### config.mk
export PLATFORM = sky130hd
export DESIGN_NAME = rng_stream_rx
export DESIGN_NICKNAME = d
export VERILOG_FILES = /design/src/rtl/rng_stream_rx.sv
export SDC_FILE = /design/constraint.sdc
export NUM_CORES = 1
export LEC_CHECK = 0
export ABC_AREA = 1
export CAP_MARGIN = 5
export CORE_UTILIZATION = 50
export CTS_BUF_LIST = sky130_fd_sc_hd__clkbuf_8
export CTS_CLUSTER_SIZE = 40
export DETAILED_ROUTE_END_ITERATION = 12
export PLACE_DENSITY = 0.7
export SETUP_SLACK_MARGIN = 0.4
export SLEW_MARGIN = 15
export SYNTH_ARGS = -nofsm -noshare
export SYNTH_HDL_FRONTEND = slang
export SYNTH_SLANG_ARGS = --single-unit
### constraint.sdc
create_clock -name ACLK -period 5 [get_ports ACLK]
set_clock_uncertainty 0.1 [all_clocks]
set_input_delay 1.5 -clock ACLK [delete_from_list [all_inputs] [get_ports ACLK]]
set_output_delay 1.5 -clock ACLK [all_outputs]
set_load 0.005 [all_outputs]
### src/rtl/rng_stream_rx.sv
// AXI-Stream consumer for the 32-bit TRNG word stream: frame-length checking, byte/sum counters, FWFT FIFO.
// Optional feature macro: RNG_RX_SUM_EN enables the RX_SUM wrapping-sum accumulator.
module rng_stream_rx #(
  parameter int FIFO_AW = 4
) (
  input  logic               ACLK,
  input  logic               ARESET,
  input  logic [31:0]        S_AXIS_TDATA,
  input  logic               S_AXIS_TLAST,
  input  logic               S_AXIS_TVALID,
  output logic               S_AXIS_TREADY,
  input  logic               RX_GO,
  input  logic               RX_STOP,
  input  logic [31:0]        RX_EXPECT_BYTES,
  output logic               RX_BUSY,
  output logic               RX_DONE,
  output logic [1:0]         RX_ERR,
  output logic [31:0]        RX_RCVD_BYTES,
  output logic [31:0]        RX_SUM,
  input  logic               RD_EN,
  output logic [31:0]        RD_DATA,
  output logic               RD_EMPTY,
  output logic [FIFO_AW:0]   RD_COUNT
);

  localparam int DEPTH = 2 ** FIFO_AW;
  localparam logic [FIFO_AW-1:0] PTR_ONE = 1;
  localparam logic [FIFO_AW:0]   CNT_ONE = 1;

  typedef enum logic {IDLE, RECV} state_t;

  state_t              state_q, state_d;
  logic [31:0]         expect_q, expect_d;
  logic [31:0]         rcvd_q, rcvd_d;
  logic [1:0]          err_q, err_d;
  logic                done_q, done_d;
  logic [FIFO_AW-1:0]  wr_ptr_q, wr_ptr_d;
  logic [FIFO_AW-1:0]  rd_ptr_q, rd_ptr_d;
  logic [FIFO_AW:0]    count_q, count_d;
  logic [31:0]         mem_q [DEPTH];

  logic                full, empty, accept, pop, frame_end;
  logic [1:0]          end_err;
  logic [31:0]         rcvd_inc;

  // count never exceeds DEPTH, so its MSB alone marks full
  assign full          = count_q[FIFO_AW];
  assign empty         = (count_q == '0);
  assign S_AXIS_TREADY = (state_q == RECV) && !full;
  assign accept        = S_AXIS_TVALID && S_AXIS_TREADY;
  assign pop           = RD_EN && !empty;
  assign rcvd_inc      = rcvd_q + 32'd4;

  assign RX_BUSY       = (state_q == RECV);
  assign RX_DONE       = done_q;
  assign RX_ERR        = err_q;
  assign RX_RCVD_BYTES = rcvd_q;
  assign RD_EMPTY      = empty;
  assign RD_COUNT      = count_q;
  assign RD_DATA       = empty ? 32'd0 : mem_q[rd_ptr_q];

  always_comb begin
    frame_end = 1'b0;
    end_err   = 2'd0;
    if (accept) begin
      if (expect_q == '0) begin
        frame_end = S_AXIS_TLAST;
      end else if (rcvd_inc == expect_q) begin
        frame_end = 1'b1;
        end_err   = S_AXIS_TLAST ? 2'd0 : 2'd2;
      end else if (S_AXIS_TLAST) begin
        frame_end = 1'b1;
        end_err   = 2'd1;
      end
    end
  end

  always_ff @(posedge ACLK or posedge ARESET) begin
    if (ARESET) state_q <= IDLE;
    else        state_q <= state_d;
  end

  always_comb begin
    state_d = state_q;
    case (state_q)
      IDLE:    if (RX_GO) state_d = RECV;
      RECV:    if (RX_STOP || frame_end) state_d = IDLE;
      default: state_d = IDLE;
    endcase
  end

  // RX_STOP outranks frame-end, but the beat handshaken alongside it still counts
  always_comb begin
    expect_d = expect_q;
    rcvd_d   = rcvd_q;
    err_d    = err_q;
    done_d   = 1'b0;
    if (state_q == IDLE) begin
      if (RX_GO) begin
        expect_d = {RX_EXPECT_BYTES[31:2], 2'b00};
        rcvd_d   = '0;
        err_d    = 2'd0;
      end
    end else begin
      if (accept) rcvd_d = rcvd_inc;
      if (RX_STOP) begin
        err_d = 2'd3;
      end else if (frame_end) begin
        err_d  = end_err;
        done_d = 1'b1;
      end
    end
  end

  always_comb begin
    wr_ptr_d = accept ? wr_ptr_q + PTR_ONE : wr_ptr_q;
    rd_ptr_d = pop    ? rd_ptr_q + PTR_ONE : rd_ptr_q;
    case ({accept, pop})
      2'b10:   count_d = count_q + CNT_ONE;
      2'b01:   count_d = count_q - CNT_ONE;
      default: count_d = count_q;
    endcase
  end

  always_ff @(posedge ACLK or posedge ARESET) begin
    if (ARESET) begin
      expect_q <= '0;
      rcvd_q   <= '0;
      err_q    <= 2'd0;
      done_q   <= 1'b0;
      wr_ptr_q <= '0;
      rd_ptr_q <= '0;
      count_q  <= '0;
    end else begin
      expect_q <= expect_d;
      rcvd_q   <= rcvd_d;
      err_q    <= err_d;
      done_q   <= done_d;
      wr_ptr_q <= wr_ptr_d;
      rd_ptr_q <= rd_ptr_d;
      count_q  <= count_d;
    end
  end

  // storage is not reset; RD_DATA is masked to zero while empty
  always_ff @(posedge ACLK) begin
    if (accept) mem_q[wr_ptr_q] <= S_AXIS_TDATA;
  end

`ifdef RNG_RX_SUM_EN
  logic [31:0] sum_q, sum_d;

  always_comb begin
    sum_d = sum_q;
    if (state_q == IDLE && RX_GO) sum_d = '0;
    else if (accept)              sum_d = sum_q + S_AXIS_TDATA;
  end

  always_ff @(posedge ACLK or posedge ARESET) begin
    if (ARESET) sum_q <= '0;
    else        sum_q <= sum_d;
  end

  assign RX_SUM = sum_q;
`else
  assign RX_SUM = 32'd0;
`endif

endmodule

Yosys cells after proc, flatten, opt, wreduce, memory -nomap -nowiden
Memory sizes are Yosys's and may differ from the RTL's.
Cells that the tools add are included.
{ "op_classes": {"add_sub_neg": 5, "muxes": 26, "order_cmp": 0, "bitwise_logic": 1, "n_eq_ne": 5, "div_mod_pow": 0, "n_mul": 0, "n_shift": 0, "n_reduce_logical": 13} }
{ "op_table": {"columns": ["cell", "count"], "rows": [
  ["32-bit 2-to-1 mux", 4],
  ["32-bit by 3-bit adder with 32-bit output, second input constant", 1],
  ["32-bit == test", 1],
  ["32-bit zero test", 1],
  ["2-bit 2-to-1 mux", 8],
  ["1-bit 2-to-1 mux", 12],
  ["5-bit case mux with 2 select lines", 1],
  ["4-bit by 1-bit adder with 4-bit output, second input constant", 2],
  ["2-bit AND reduction", 3],
  ["5-bit by 1-bit adder with 5-bit output, second input constant", 1],
  ["5-bit zero test", 1],
  ["5-bit by 1-bit subtractor with 5-bit output, second input constant", 1],
  ["2-bit nonzero test", 2],
  ["1-bit logical AND", 3],
  ["3-bit by 2-bit inequality test with 1-bit output, second input constant", 1],
  ["2-bit by 1-bit == test with 1-bit output, second input constant", 1],
  ["2-bit == test, second input constant", 1],
  ["1-bit zero test", 2],
  ["2-bit by 1-bit inequality test with 1-bit output, second input constant", 1],
  ["1-bit case mux with 2 select lines", 1],
  ["1-bit logical OR", 1],
  ["1-bit inverter", 1]
]} }
{ "totals": {"ram_bits": 512, "rom_bits": 0, "n_memories": 1, "latchBits": 0, "ff_bits": 79} }
{ "memory_table": {"columns": ["memory", "words", "word_bits", "read_ports", "rd_ports_with_merged_regs", "wr", "line", "rtl"], "rows": [
  ["mem_q", 16, 32, 1, 0, 1, "40", "logic [31:0] mem_q [DEPTH];"]
]} }

Logic depth before layout (Yosys ltp)
Gate-level depths: netlist of run 1.
{ "logic_depth": {"depth_word": 8, "mapped_depth": 20, "mapped_depth_nobuf": 20} }

Least setup slack after synthesis of run 1
Ideal clock, no wire load.
{ "synth_timing": {"path_kind": "input to register", "from": "input S_AXIS_TVALID", "to": "memory mem_q[7][0] (enable)", "arrival_time_ps": 4213, "setup_slack_ps": 226, "stages": 4, "cell_sequence": "nand2_1 -> clkbuf_1 -> buf_1 -> nor3_1"} }
{ "synth_between": {"elab_chain_len": 3} }
{ "synth_rtl": {"columns": ["element", "line", "rtl"], "rows": [
  ["start, declared", "10", "input logic S_AXIS_TVALID,"],
  ["1-bit logical AND", "50", "assign accept = S_AXIS_TVALID && S_AXIS_TREADY;"],
  ["1-bit 2-to-1 mux", "147", "if (accept) mem_q[wr_ptr_q] <= S_AXIS_TDATA;"],
  ["1-bit 2-to-1 mux (not written as such)", "147", null],
  ["end, declared", "40", null]
]} }
Every way passes these cells.

Final worst setup path of run 1
{ "layout_timing": {"from": "register rd_ptr_q[0]", "to": "output RD_DATA[25]"} }
{ "layout_between": {"elab_chain_len": 2} }
{ "layout_rtl": {"columns": ["element", "line", "rtl"], "rows": [
  ["start, declared", "38", "logic [FIFO_AW-1:0] rd_ptr_q, rd_ptr_d;"],
  ["start signal, assigned", "140", "rd_ptr_q <= rd_ptr_d;"],
  ["memory 16 x 32 bit", null, null],
  ["32-bit 2-to-1 mux", "60", "assign RD_DATA = empty ? 32'd0 : mem_q[rd_ptr_q];"],
  ["end, declared", "21", "output logic [31:0] RD_DATA,"]
]} }
Every way passes these cells.

==> qor.yml, run 1 <==
die:
  rows: 81
  core-area_sq_um: 48950
  io_pins: 178
  die_y_microns: 224.8
  die_x_microns: 224.8
  start_util_pct: 50.68
  die_area_sq_um: 50510
synthesis:
  ys_seq_area_share_pct: 69.74
  synth_most_common_cell: "edfxtp_1"
  ys_ff_latch: 589
  syn_area_sq_um: 24810
  ys_types: 36
  synth_area_per_cell_sq_um: 11.80
  netlist_instances: 2102
  synth_area_leaders: "edfxtp_1, dfrtp_1, o21ai_0, nor2_1, o221ai_1"
  synthTopCellsByCount: "edfxtp_1, nor2_1, o21ai_0, nand2_1, nand3_1"
  async_flop_share_pct: 13.07
  yosys_warnings: 0
  synth_edf_count: 512
  yosysTopAreaCellShare_pct: 61.97
  yosysTopAreaCell: "edfxtp_1"
  synth-main-ff-cell: "edfxtp_1"
worst_setup_path:
  crit_fanout: 26
  regToRegSetupSlack_ps: 2020
  path_class: "reg2out"
  cpLargestDelayFamily: "buffers and inverters"
  required_ps: 3400
  cp_cell_sequence: "buf_4 -> buf_16 -> buf_6 -> o21ai_0 -> o221ai_1 -> nand3_1 -> a21oi_1 -> clkdlybuf4s50_1"
  cpPeakStageDelay_ps: 550
  crit_arrival_ps: 2930
  critPathSlowestCell: "clkdlybuf4s50_1"
  path_buf_inv: 4
  cp-start-kind: "flop"
  cp-end-kind: "output port"
timing:
  rsz0062_at_grt: "true"
  setup-violations-final: 0
  timing.final.ws_setup_ps: 468.9
  final_hold_viol_count: 0
  clock.fmax_mhz: 220.7
  report.final.slew_viol_count: 0
  final.setup.tns_ps: 0
  tightest_slew_ps: 959.0
  fin_crit_ps: 4531
  slew_headroom_pct: 36.07
  fin_crit_sh_pct: 90.62
grt:
  grt.overflow.total: 0
  use_met3_pct: 4.886
  grt_usage_pct: 26.29
  grt_util_met1_pct: 35.35
  antenna_found_initial: 4
  top_usage_layer: "met2"
  grt.met2_usage_pct: 41.82
  grt_pass1_wl_microns: 99550
  grt_pass1_vias: 17470
  grt_max_degree: 66
routing:
  post_drt_wl_per_cell_microns: 22.23
  drt-pass1-iter-count: 5
  antenna_left: 0
  viasPerCell: 5.852
  wirelength_microns: 67710
  drc: 0
  first_iter_violations: 1791
  route.vias.total: 17820
clock_network:
  cts_buffers: 95
  htreeDepth: 3
  clockBufferDepth: 3
  cts_root_buf: "clkbuf_8"
  clock_sinks: 589
  cts_hold_buffers: 0
  path_clk_slew_ps: 60
  clock_latency_ps: 660
  cts_tree: "yes"
min_path:
  hp-class: "reg2reg"
power_and_ir_drop:
  p_per_area_nw_per_um2: 521.2
  p_leak_uw: 0.01065
  max-vdd-ir-drop_v: 0.0004691
place:
  gp_congestion: 0.8907
  dpl_worst_slack_ps: 599.3
  hpwl_microns: 35260
  io_buffers: 141
final_layout:
  nets: 2386
  layout-drive-gt1-share_pct: 12.06
  syn2layout_area_growth_pct: 20.14
run_status:
  outcome: "completed"
job:
  cap_viol_max_count: 0
==> metrics by stage <==
stage               hold slack (ps)  total power, uW  cells  util [%]  instance area [sq um]
floorplan                     363.8             8658   2135         -                  24930
global placement              365.6            10660   2838     55.66                  27250
detailed placement            367.1            10800   2838     55.66                  27250
CTS                           384.0            15200   3029     60.17                  29450
global route                  432.0            16250   3046     60.89                  29810
finish                        382.1            15540   3046     60.89                  29810
==> registers in the layout, summed over array words and instances (netlist names) <==
register and count:
RD_COUNT 5, expect_q 30, RX_ERR 2, RX_RCVD_BYTES 30
RX_BUSY 1, mem_q 512, rd_ptr_q 4, RX_DONE 1
wr_ptr_q 4
==> worst paths after layout <==
| kind | startpoint | to | cells past startpoint |
|---|---|---|---|
| worst max-delay path | rd_ptr_q[0] | RD_DATA[25] | 8 |
| worst min-delay path | RX_ERR[1] | RX_ERR[1] | 2 |
| worst max register to register | RX_RCVD_BYTES[2] | RX_ERR[0] | 18 |
| max in group asynchronous | ARESET | expect_q[8] | 3 |
| worst min register to register | RX_ERR[1] | RX_ERR[1] | 2 |
| min in group asynchronous | ARESET | RD_COUNT[0] | 2 |
==> kinds of logic after synthesis <==
logic type	synth area share (%)
AO/OA/AOI/OAI	11.94
XOR/XNOR	0.6758
adder cells (fa/ha/maj)	0.5850
buffers and inverters	4.302
flip-flops	69.74
multiplexers	0.3631
other	0.01511
AND/OR/NAND/NOR	12.38
==> placed cells by master, fill, tap and decap left out, types with 13 or more instances in the layout <==
cell	netlist	routed
o22ai_1	51	51
dlymetal6s2s_1	0	13
buf_12	0	17
o21ai_0	292	291
o221ai_1	96	96
a21oi_2	0	18
nand3_1	114	114
inv_1	93	128
edfxtp_1	512	512
nand4_1	14	14
nor2_1	373	359
clkdlybuf4s50_1	0	127
buf_4	34	40
a21oi_1	62	44
conb_1	1	34
nor2_4	5	19
dfrtp_1	77	74
clkbuf_8	0	97
nand2_1	173	172
clkinv_1	0	18
==> layer usage <==
metal | share of wire, % | wire, microns | up-vias
met4 | 3.2 | 2200 | 2
met1 | 40 | 26960 | 8719
li1 | - | - | 8007
met3 | 9.5 | 6460 | 147
met5 | 0.018 | 12 | -
met2 | 47 | 32070 | 949
==> report_power, final <==
group,internal [uW],leakage [uW],total [uW],switching [uW]
clock,1970,0.00105,3860,1890
combinational,2420,0.00404,5910,3490
sequential,5600,0.00556,5770,167
==> timing repair <==
item / CTS / global route
gates cloned: 8 / 8
setup buffers: 10 / 7
setup endpoints to repair: 32 / 29
gates resized for setup: 24 / 31
pin swaps: 1 / 13
==> worst reg2reg max path: stages, from the launching register on <==
cell and delay [ps]:
dfrtp_1 470, ha_1 250, nand2_2 100, nor2_4 170, nand3_1 250, nand2_1 160
nand2_1 80, nand2_1 60, nand2_1 50, nor2_1 260, nand2_1 80, nor2_1 90
nand2_1 90, nor2_2 190, nand3_2 170, nand3_2 110, nand2_2 60, nand2_1 60
nand2_1 50
==> layout make-up <==
class                      instances  area (sq um)
sequential                       589         17310
inverter                          95         386.6
clock buffer                      97          1335
clock inverter                    76         427.9
timing repair inverter             2         17.52
multi-input combinational       1296          6750
antenna                            2         5.005
fill                            3711         19140
timing repair buffer             225          2743
tap                              664         830.8
Note: power is estimated with default switching activity, not from simulation.
==> run 2, diff against run 1 <==
--- a/config.mk
+++ b/config.mk
@@ -7,6 +7,7 @@
 export LEC_CHECK = 0
 export ABC_AREA = 1
 export CAP_MARGIN = 5
+export CORE_MARGIN = 5
 export CORE_UTILIZATION = 50
 export CTS_BUF_LIST = sky130_fd_sc_hd__clkbuf_8
 export CTS_CLUSTER_SIZE = 40
==> run 2 against run 1 <==
Net effect: register-to-register slack about the same; global-route usage down 2.2 points; maximum frequency about the same; worst hold slack better by 5.4 ps; via count up 0.42%; power down 0.30%; first-iteration DRC count up 26%; die area up 7.2%.
==> qor.yml, run 2 (same netlist as run 1, synthesis figures left out) <==
die:
  die_x_microns: 232.8
  io_pins: 178
  rows: 81
  die_y_microns: 232.8
  die_area_sq_um: 54170
  core-area_sq_um: 49050
  start_util_pct: 50.58
worst_setup_path:
  cpPeakStageDelay_ps: 550
  cp-start-kind: "flop"
  path_class: "reg2out"
  worstSetupStartpoint: "rd_ptr_q[0]"
  r2r_cells: 7
  required_ps: 3400
  crit_arrival_ps: 2930
  cp-end-kind: "output port"
  cp_cell_sequence: "buf_6 -> buf_16 -> o21ai_0 -> o22ai_1 -> nor2_1 -> nor2_1 -> o21ai_0 -> a21oi_2 -> clkdlybuf4s50_1"
  crit_fanout: 24
  path_buf_inv: 3
  rr_startpoint: "RX_BUSY"
  cpLargestDelayFamily: "buffers and inverters"
  crit_end: "RD_DATA[22]"
  worstSetupPathDepth: 9
  critPathSlowestCell: "clkdlybuf4s50_1"
  regToRegSetupSlack_ps: 2020
  r2r_end: "mem_q[4][4]"
final_layout:
  fillers: 3840
  final_cell_count_no_fill: 3047
  mostFrequentLayoutCell: "edfxtp_1"
  layout-drive-gt1-share_pct: 12.31
  max_flop_register: "mem_q"
  largest_reg_flops: 512
  nets: 2393
  syn2layout_area_growth_pct: 19.81
  layout_common_cells: "edfxtp_1, nor2_1, o21ai_0"
grt:
  grt_usage_pct: 24.14
  grt_pass1_wl_microns: 100100
  antenna_found_initial: 4
  grt_pass1_vias: 17550
  grt_max_degree: 66
  grt.overflow.total: 0
clock_network:
  clock_latency_ps: 680
  cts_tree: "yes"
  clock_sinks: 589
  path_clk_slew_ps: 50
  htreeDepth: 3
  cts_root_buf: "clkbuf_8"
  clockBufferDepth: 3
  cts_buffers: 95
  cts_hold_buffers: 0
timing:
  slew_headroom_pct: 44.92
  rsz0062_at_grt: "true"
  fin_crit_ps: 4534
  final_hold_viol_count: 0
  report.final.slew_viol_count: 0
  clock.fmax_mhz: 220.6
  fin_crit_sh_pct: 90.68
  setup-violations-final: 0
  final.setup.tns_ps: 0
  tightest_slew_ps: 824.2
routing:
  wirelength_microns: 68260
  post_drt_wl_per_cell_microns: 22.40
  antenna_left: 0
  route.vias.total: 17900
  viasPerCell: 5.874
  drc: 0
  first_iter_violations: 2250
  drt-pass1-iter-count: 7
power_and_ir_drop:
  p_leak_uw: 0.01055
  max-vdd-ir-drop_v: 0.0004114
  p_per_area_nw_per_um2: 521.1
  power.total_uw: 15490
run_status:
  outcome: "completed"
job:
  cap_viol_max_count: 0
place:
  gp_congestion: 0.8945
  hpwl_microns: 35540
  placedCellCount: 2843
  io_buffers: 141
min_path:
  min_path_cells: 2
  hold_path_startpoint: "RX_ERR[1]"
  hp-class: "reg2reg"
-- run 2: where the power goes --
group	internal [uW]	total [uW]	switching [uW]	leakage, uW
logic	2380	5970	3590	0.00400
clock network	1870	3740	1870	0.000993
registers	5600	5780	178	0.00556
total	9850	15500	5640	0.0105
-- run 2: per-stage QoR --
step	hold WS (ps)	setup WS [ps]	instance area, sq um	utilization [%]
after global placement	367.1	668.5	27150	55.34
after global routing	418.3	312.8	29720	60.60
final	387.5	466.0	29730	60.60
after CTS	388.3	357.6	29300	59.73
after detailed placement	366.7	628.8	27150	55.34
after floorplan	363.8	225.8	24930	-
-- run 2: worst min path at each step --
stage	end	slack [ps]
2_1_floorplan	RX_ERR[0]	360
5_1_grt	RX_ERR[0]	420
3_3_place_gp	RX_ERR[1]	370
3_5_place_dp	RX_ERR[0]	370
4_1_cts	RX_ERR[1]	390
6_report	RX_ERR[1]	390
-- run 2: layout make-up --
class | instances | area [sq um] | share of cell area (%)
Sequential cell | 589 | 17310 | 58.23
Multi-Input combinational cell | 1296 | 6739 | 22.67
Timing Repair Buffer | 230 | 2666 | 8.970
Clock buffer | 100 | 1376 | 4.630
Tap cell | 664 | 830.8 | 2.795
Inverter | 95 | 414.1 | 1.393
Clock inverter | 67 | 341.6 | 1.149
Timing Repair inverter | 4 | 42.54 | 0.1431
Antenna cell | 2 | 5.005 | 0.01684
-- run 2: routing by layer --
layer / track usage (%) / share of wire, %
met1: 33.15 / 40
met2: 38.30 / 47
met3: 5.272 / 11
met4: 8.824 / 2.6
met5: 0 / 0.050
-- run 2: tightest hold or removal path, cell delays in order (launching register included) --
cell	delay, ps
dfrtp_1	350
nand2_1	60
nand2_1	50
-- run 2: what timing repair did --
item | in CTS | in global routing
cloned | 10 | 10
resized for setup | 31 | 31
buffers inserted | 5 | 10
pin swaps | 3 | 12
setup endpoints to repair | 32 | 32
==> run 3, diff against run 2 <==
--- a/config.mk
+++ b/config.mk
@@ -6,12 +6,12 @@
 export NUM_CORES = 1
 export LEC_CHECK = 0
 export ABC_AREA = 1
-export CAP_MARGIN = 5
 export CORE_MARGIN = 5
 export CORE_UTILIZATION = 50
 export CTS_BUF_LIST = sky130_fd_sc_hd__clkbuf_8
 export CTS_CLUSTER_SIZE = 40
 export DETAILED_ROUTE_END_ITERATION = 12
+export HOLD_SLACK_MARGIN = 0.12
 export PLACE_DENSITY = 0.7
 export SETUP_SLACK_MARGIN = 0.4
 export SLEW_MARGIN = 15
==> results of run 3 <==
Final layout, timing and power as in run 2 (identical DEF).
